--- src/rtl/loadunit.sv ---
// loadunit: memory-stage load engine. Accepts one load, checks alignment,
// issues a single 64-bit bus read, extracts and sign/zero-extends the addressed
// lane, and holds the result until writeback takes it.
//
// Ports:
//   clk, reset                      clock and synchronous active-high reset
//   req_valid/req_ready             load request handshake (ready only in IDLE)
//   req_addr, req_msize             byte address and size (0=1B .. 3=8B)
//   req_unsigned, req_rd            zero-extend select, destination tag
//   dreq_valid/addr/size            bus read request, held until dresp_data_ok
//   dresp_data_ok, dresp_data       bus response beat (64-bit aligned)
//   rsp_valid/rsp_ready             result handshake to writeback
//   rsp_data, rsp_misalign, rsp_rd  extended result, misalign flag, echoed tag
module loadunit (
  input  logic        clk,
  input  logic        reset,
  input  logic        req_valid,
  output logic        req_ready,
  input  logic [63:0] req_addr,
  input  logic [1:0]  req_msize,
  input  logic        req_unsigned,
  input  logic [4:0]  req_rd,
  output logic        dreq_valid,
  output logic [63:0] dreq_addr,
  output logic [1:0]  dreq_size,
  input  logic        dresp_data_ok,
  input  logic [63:0] dresp_data,
  output logic        rsp_valid,
  input  logic        rsp_ready,
  output logic [63:0] rsp_data,
  output logic        rsp_misalign,
  output logic [4:0]  rsp_rd
);

  localparam int unsigned XLEN = 64;
  localparam int unsigned RD_W = 5;

  localparam logic [1:0] IDLE = 2'd0;
  localparam logic [1:0] BUS  = 2'd1;
  localparam logic [1:0] RESP = 2'd2;

  logic [1:0]      state, state_n;
  logic            uns_q, uns_n;
  logic [XLEN-1:0] addr_n;
  logic [1:0]      size_n;
  logic [RD_W-1:0] rd_n;
  logic [XLEN-1:0] data_n;
  logic            mis_n;
  logic            req_mis;
  logic [XLEN-1:0] shifted;
  logic [XLEN-1:0] extracted;

  // Alignment: the address must be a multiple of the access size.
  always_comb begin
    req_mis = 1'b0;
    case (req_msize)
      2'd1:    req_mis = req_addr[0];
      2'd2:    req_mis = |req_addr[1:0];
      2'd3:    req_mis = |req_addr[2:0];
      default: req_mis = 1'b0;
    endcase
  end

  // Lane extraction from the returned beat, using the captured address/size.
  always_comb begin
    shifted   = dresp_data >> {dreq_addr[2:0], 3'b000};
    extracted = shifted;
    case (dreq_size)
      2'd0: extracted = uns_q ? {56'd0, shifted[7:0]}
                              : {{56{shifted[7]}}, shifted[7:0]};
      2'd1: extracted = uns_q ? {48'd0, shifted[15:0]}
                              : {{48{shifted[15]}}, shifted[15:0]};
      2'd2: extracted = uns_q ? {32'd0, shifted[31:0]}
                              : {{32{shifted[31]}}, shifted[31:0]};
      default: extracted = shifted;
    endcase
  end

  // Next-state and next-value logic.
  always_comb begin
    state_n = state;
    addr_n  = dreq_addr;
    size_n  = dreq_size;
    uns_n   = uns_q;
    rd_n    = rsp_rd;
    data_n  = rsp_data;
    mis_n   = rsp_misalign;
    case (state)
      IDLE: begin
        if (req_valid) begin
          addr_n  = req_addr;
          size_n  = req_msize;
          uns_n   = req_unsigned;
          rd_n    = req_rd;
          data_n  = '0;
          mis_n   = req_mis;
          state_n = req_mis ? RESP : BUS;
        end
      end
      BUS: begin
        if (dresp_data_ok) begin
          data_n  = extracted;
          state_n = RESP;
        end
      end
      RESP: begin
        if (rsp_ready) state_n = IDLE;
      end
      default: state_n = IDLE;
    endcase
  end

  // State and output registers; handshake flags are registered decodes of the
  // next state so they track the state exactly.
  always_ff @(posedge clk) begin
    if (reset) begin
      state        <= IDLE;
      req_ready    <= 1'b1;
      dreq_valid   <= 1'b0;
      rsp_valid    <= 1'b0;
      dreq_addr    <= '0;
      dreq_size    <= '0;
      uns_q        <= 1'b0;
      rsp_rd       <= '0;
      rsp_data     <= '0;
      rsp_misalign <= 1'b0;
    end else begin
      state        <= state_n;
      req_ready    <= (state_n == IDLE);
      dreq_valid   <= (state_n == BUS);
      rsp_valid    <= (state_n == RESP);
      dreq_addr    <= addr_n;
      dreq_size    <= size_n;
      uns_q        <= uns_n;
      rsp_rd       <= rd_n;
      rsp_data     <= data_n;
      rsp_misalign <= mis_n;
    end
  end

endmodule

--- config.mk ---
export PLATFORM = sky130hd
export DESIGN_NAME = loadunit
export DESIGN_NICKNAME = d
export VERILOG_FILES = /design/src/rtl/loadunit.sv
export SDC_FILE = /design/constraint.sdc
export NUM_CORES = 1
export LEC_CHECK = 0
export ABC_AREA = 1
export CAP_MARGIN = 5
export CORE_AREA = 10 10 140 142
export DETAILED_ROUTE_END_ITERATION = 10
export DIE_AREA = 0 0 150 152
export PLACE_DENSITY_LB_ADDON = 0.08
export REMOVE_ABC_BUFFERS = 1
export SLEW_MARGIN = 10
export SYNTH_ARGS = -nofsm -noshare
export SYNTH_HDL_FRONTEND = slang
export SYNTH_SLANG_ARGS = --single-unit
--- constraint.sdc ---
create_clock -name clk -period 1.7 [get_ports clk]
set_input_delay 0.34 -clock clk [delete_from_list [all_inputs] [get_ports clk]]
set_output_delay 0.34 -clock clk [all_outputs]
set_load 0.03 [all_outputs]
==> results.toml, run 1 <==
[status]
outcome = "complete, no violations"

[synth]
yosys-top-cells-area = "dfxtp_1 39%, nand2_1 17%, o21ai_0 10%"
synth_mux_area_frac = 0
syn-cell-area_um2 = 7220
avgSynthCellArea_um2 = 6.47
synth.ff_latch_count = 142
synth_top_family_by_area = "simple AND/OR/NAND/NOR gates"
synth-edff-count = 0
yosysWarnings = 0
synth.top_cells.by_count = "319 x nand2_1, 156 x nor2_1, 147 x o21ai_0"
synth.most_common_cell = "nand2_1"
synth_compound_area_frac = 0.231
synth.distinct_cells = 27
synth.largest_area_cell = "dfxtp_1"
postSynthCellCount = 1115
async_reset_ff_frac = 0
yosys.area_share.simple = 0.300
post_synth_fa_ha_maj_area_fraction = 0
synth_xor_area_frac = 0
yosysSeqAreaShare = 0.394
synth_largest_type_area_fraction = 0.394
synth_flop_cell = "dfxtp_1"

[sta]
slew_viol_final = 0
fin_crit_ps = 1650
hold_viol_final = 0
tightest_slew_ps = 430
fmax_ghz = 0.605
final.setup.worst_slack_ps = 46.7
slew_headroom = 0.714
worst_clock_skew_ps = 8.14
fin_crit_sh = 0.973
setup_viol = 0

[routing]
dr.first_iter.drc_count = 516
ant_nets = 0
viasPerCell = 5.13
vias = 8335
dr.pass1.iters = 5
drc = 0
routedWlPerCell_um = 17.2
routed_wl_mm = 28.0

[critical_path]
start_kind = "register"
reg2reg_slack_ps = 60
rr_worst_depth = 10
required_ps = 1360
reg2reg_from = "dreq_addr[0]$_SDFFE_PP0P_"
crit_arrival_ps = 1310
endpoint_kind = "primary output"
crit_path_max_fanout = 6
worstReg2RegEnd = "rsp_data[35]$_SDFFE_PP0P_"
crit_type = "register to primary output"

[layout]
area_delta_synth_final_pct = 53.0
multi_input_area_um2 = 3880
nets = 1526
drive_gt1_frac = 0.0866
seq_area_um2 = 2850
nFillCells = 1633
instances_no_fill = 1626

[floorplanning]
dieArea_um2 = 22800
start_util = 0.426
coreArea_um2 = 16900
fp.dieH_um = 152
placementRows = 48
chipWidth_um = 150
io_pins = 280

[clocking]
htreeDepth = 4
path_clk_slew_ps = 60
clock-sinks = 142
cts_buffers = 17
cts_tree = "yes"
worstSkewPairLatency_ps = 420
hold_buffers = 0
cts_root_buffer = "clkbuf_16"
clockBufferDepth = 2

[global_route]
grt_pass1_wl_mm = 42.8
antenna_found_initial = 4
grt_pass1_vias = 7873
track_usage = 0.232
gr-total-overflow = 0
grt_max_degree = 74

[worst_hold_path]
worstHoldPathCells = 4
min_from = "reset"
worstHoldPathType = "input port to register"
whs_endpoint = "dreq_size[1]$_SDFFE_PP0P_"

[placement]
hpwl_mm = 19.6
port-buffer-count = 279
gp_congestion = 0.840
placed_cells = 1584
pre_cts_slack_ps = -260

[power_and_ir_drop]
p_leak_nw = 5.11
ir_worst_vdd_mv = 0.700
fin_total_pwr_mw = 10.2
power.density_nw_per_um2 = 923

[flow_run]
drv_cap = 0
==> logic make-up after synthesis <==
group / after synthesis
buffers and inverters: 120
and+or+nand+nor: 546
DFF: 142
AOI/OAI and AO/OA: 307
==> worst max-delay path by stage <==
| stage | start | end | depth (start not counted) |
|---|---|---|---|
| finish | dreq_size[1]$_SDFFE_PP0P_ | dreq_size[1] | 2 |
| global route | dreq_addr[0]$_SDFFE_PP0P_ | rsp_data[50]$_SDFFE_PP0P_ | 8 |
| CTS | dreq_addr[0]$_SDFFE_PP0P_ | rsp_data[29]$_SDFFE_PP0P_ | 11 |
| detailed placement | dresp_data[63] | rsp_data[29]$_SDFFE_PP0P_ | 11 |
| global placement | dresp_data[63] | rsp_data[24]$_SDFFE_PP0P_ | 11 |
| floorplan | state[1]$_SDFF_PP0_ | rsp_data[0]$_SDFFE_PP0P_ | 6 |
==> area by class of cell <==
class                   count  area share
repair buffers            339       0.300
flip-flops and latches    142       0.258
clock buffers              21      0.0426
clock inverters            11     0.00986
well taps                 225      0.0255
multi-input cells         853       0.352
diodes                      3    0.000680
inverters                  32      0.0116
==> stage by stage <==
step	TNS, ps	hold WS [ps]	util	instance area [um^2]
final	0	301	0.652	11000
after global routing	-57.6	333	0.652	11000
after CTS	0	293	0.638	10800
after detailed placement	-9320	454	0.614	10400
after global placement	-7990	452	0.614	10400
after floorplan	-277220	409	-	6800
==> critical path, stage by stage, from the launching register on <==
cell,delay [ps]
dfxtp_1,510
buf_4,220
buf_4,160
==> power by group <==
group | total, mW | switching [mW] | internal (mW)
combinational | 2.91 | 1.77 | 1.14
sequential | 3.65 | 0.113 | 3.53
clock | 3.65 | 1.50 | 2.14
total | 10.2 | 3.38 | 6.82
==> timing repair <==
action,4_1_cts,5_1_grt
endpoints found under the setup margin,134,51
gates cloned,0,4
resized for setup,134,30
pin swaps,0,5
setup buffers,0,3
==> state kept, by name, indices dropped and copies added, names as in the netlist <==
name / count
dreq_addr: 64
dreq_size: 2
dreq_valid: 1
req_ready: 1
rsp_data: 64
rsp_misalign: 1
rsp_rd: 5
rsp_valid: 1
state: 2
uns_q: 1
==> layout by cell type (no fill, tap or decap), types with 20 or more instances in the layout <==
cell             Yosys  layout
nand2_1            319     315
nor2_1             156     156
o21ai_0            147     145
dfxtp_1            142     139
clkdlybuf4s50_1      0     139
dlygate4sd2_1        0     134
a21oi_1            102     102
nand3_1             55      52
buf_4                6      42
o21bai_1            32      31
inv_1               23      23
clkbuf_16            0      20
==> per-layer routing <==
| metal | GRT usage | up-vias | part of all wire |
|---|---|---|---|
| met5 | 0 | - | 0.00025 |
| met4 | 0.0847 | 2 | 0.025 |
| met3 | 0.102 | 42 | 0.12 |
| met2 | 0.363 | 350 | 0.46 |
| met1 | 0.276 | 3744 | 0.40 |
| li1 | - | 4197 | - |
No activity file was read; power rests on OpenSTA's default activity.
==> inputs of run 2 (changes only) <==
--- a/config.mk
+++ b/config.mk
@@ -7,10 +7,11 @@
 export LEC_CHECK = 0
 export ABC_AREA = 1
 export CAP_MARGIN = 5
-export CORE_AREA = 10 10 140 142
+export CORE_AREA = 2 2 132 134
 export DETAILED_ROUTE_END_ITERATION = 10
-export DIE_AREA = 0 0 150 152
+export DIE_AREA = 0 0 134 136
 export PLACE_DENSITY_LB_ADDON = 0.08
+export RECOVER_POWER = 50
 export REMOVE_ABC_BUFFERS = 1
 export SLEW_MARGIN = 10
 export SYNTH_ARGS = -nofsm -noshare
==> results.toml, run 2 (synthesized netlist as in run 1, its figures left out) <==
[status]
outcome = "complete, no violations"

[power_and_ir_drop]
power.density_nw_per_um2 = 930
p_leak_nw = 5.09
ir_worst_vdd_mv = 0.680

[routing]
dr.first_iter.drc_count = 496
routedWlPerCell_um = 15.3
vias = 8296
routed_wl_mm = 24.8
ant_nets = 0
viasPerCell = 5.13
drc = 0
dr.pass1.iters = 5

[floorplanning]
placementRows = 48
coreArea_um2 = 16900
io_pins = 280
fp.dieH_um = 136
dieArea_um2 = 18200
start_util = 0.428
chipWidth_um = 134

[global_route]
grt_max_degree = 69
gr-total-overflow = 0
grt_pass1_vias = 7533
antenna_found_initial = 0
grt_pass1_wl_mm = 38.6
track_usage = 0.267

[critical_path]
crit_family = "buffers and inverters"
cp_num_buf_inv = 2
endpoint_kind = "primary output"
crit_chain = "buf_8, buf_4"
crit_type = "register to primary output"
required_ps = 1360
cpPeakStageDelay_ps = 420
crit_path_max_fanout = 41
start_kind = "register"
crit_arrival_ps = 1330
slowest_stage = "dfxtp_2"

[flow_run]
drv_cap = 0

[clocking]
clockBufferDepth = 2
cts_tree = "yes"
clock-sinks = 142
path_clk_slew_ps = 60
cts_root_buffer = "clkbuf_16"
htreeDepth = 4
worstSkewPairLatency_ps = 420
cts_buffers = 17

[sta]
rsz0062_at_grt = "true"
tightest_slew_ps = 512
fin_crit_ps = 1670
worst_clock_skew_ps = 7.96
tns_ps = 0
whs_ps = 383
setup_viol = 0
fin_crit_sh = 0.981
slew_headroom = 0.659
fmax_ghz = 0.600
hold_viol_final = 0
slew_viol_final = 0
final.setup.worst_slack_ps = 32.3

[placement]
hpwl_mm = 17.2
placed_area_um2 = 10400
port-buffer-count = 279
placed_cells = 1585
pre_cts_slack_ps = -221
gp_congestion = 0.856

[layout]
largestRegisters = "dreq_addr (64), rsp_data (64), rsp_rd (5)"
n_antenna_cell = 0
layout_commonest_cell = "nand2_1"
final_cell_area_um2 = 10900
instances_no_fill = 1618
nets = 1522
final_cell_mix = "318 x nand2_1, 156 x nor2_1, 146 x o21ai_0, 139 x dfxtp_1, 138 x clkdlybuf4s50_1"
drive_gt1_frac = 0.0754
area_delta_synth_final_pct = 51.0

[worst_hold_path]
worstHoldPathType = "input port to register"
==> run 2: worst register-to-register path, stage by stage, from the launching register on <==
cell and delay, ps:
dfxtp_4 380, buf_12 160, nand2_1 90, nand3_1 100
nand3_1 120, nand2_2 90, nand2_4 70, nand2_4 80
buf_12 170, o21bai_1 170, a21oi_1 90
==> run 2: repair_timing <==
| item | in CTS | in global routing |
|---|---|---|
| setup endpoints to repair | 139 | 58 |
| pin swaps | 0 | 6 |
| hold buffers | 0 | 0 |
| buffers inserted | 0 | 1 |
| resized for setup | 138 | 12 |
| gates cloned | 0 | 1 |
==> run 2: worst paths after layout <==
kind	start	to	cells past startpoint	slack [ps]
hold / removal	reset	dreq_addr[28]$_SDFFE_PP0P_	4	380
hold reg to reg	rsp_data[35]$_SDFFE_PP0P_	rsp_data[35]$_SDFFE_PP0P_	2	460
setup reg to reg	dreq_addr[0]$_SDFFE_PP0P_	rsp_data[38]$_SDFFE_PP0P_	10	60
setup / recovery	dreq_addr[2]$_SDFFE_PP0P_	dreq_addr[2]	2	30
==> run 2: stage by stage <==
step                utilization  power (mW)
floorplan                     -        5.22
finish                    0.646        10.1
global route              0.646        10.6
global placement          0.618        6.57
detailed placement        0.618        6.59
CTS                       0.643        10.2
==> run 2: area by class of cell <==
type / count / area [um^2]
Timing Repair Buffer: 335 / 3220
Sequential cell: 142 / 2850
Clock inverter: 10 / 114
Multi-Input combinational cell: 853 / 3830
Clock buffer: 21 / 470
Inverter: 32 / 131
Tap cell: 225 / 282
Fill cell: 1605 / 5980
==> run 2: routing by layer <==
layer	GRT usage	part of all wire	vias up
li1	-	-	4190
met1	0.319	0.41	3700
met2	0.440	0.46	361
met3	0.0925	0.097	45
met4	0.111	0.029	0
met5	0	0	-
==> run 2: report_power, final <==
part           internal, mW  switching [mW]
Sequential             3.53           0.117
Clock                  2.26            1.45
Combinational          1.08            1.69
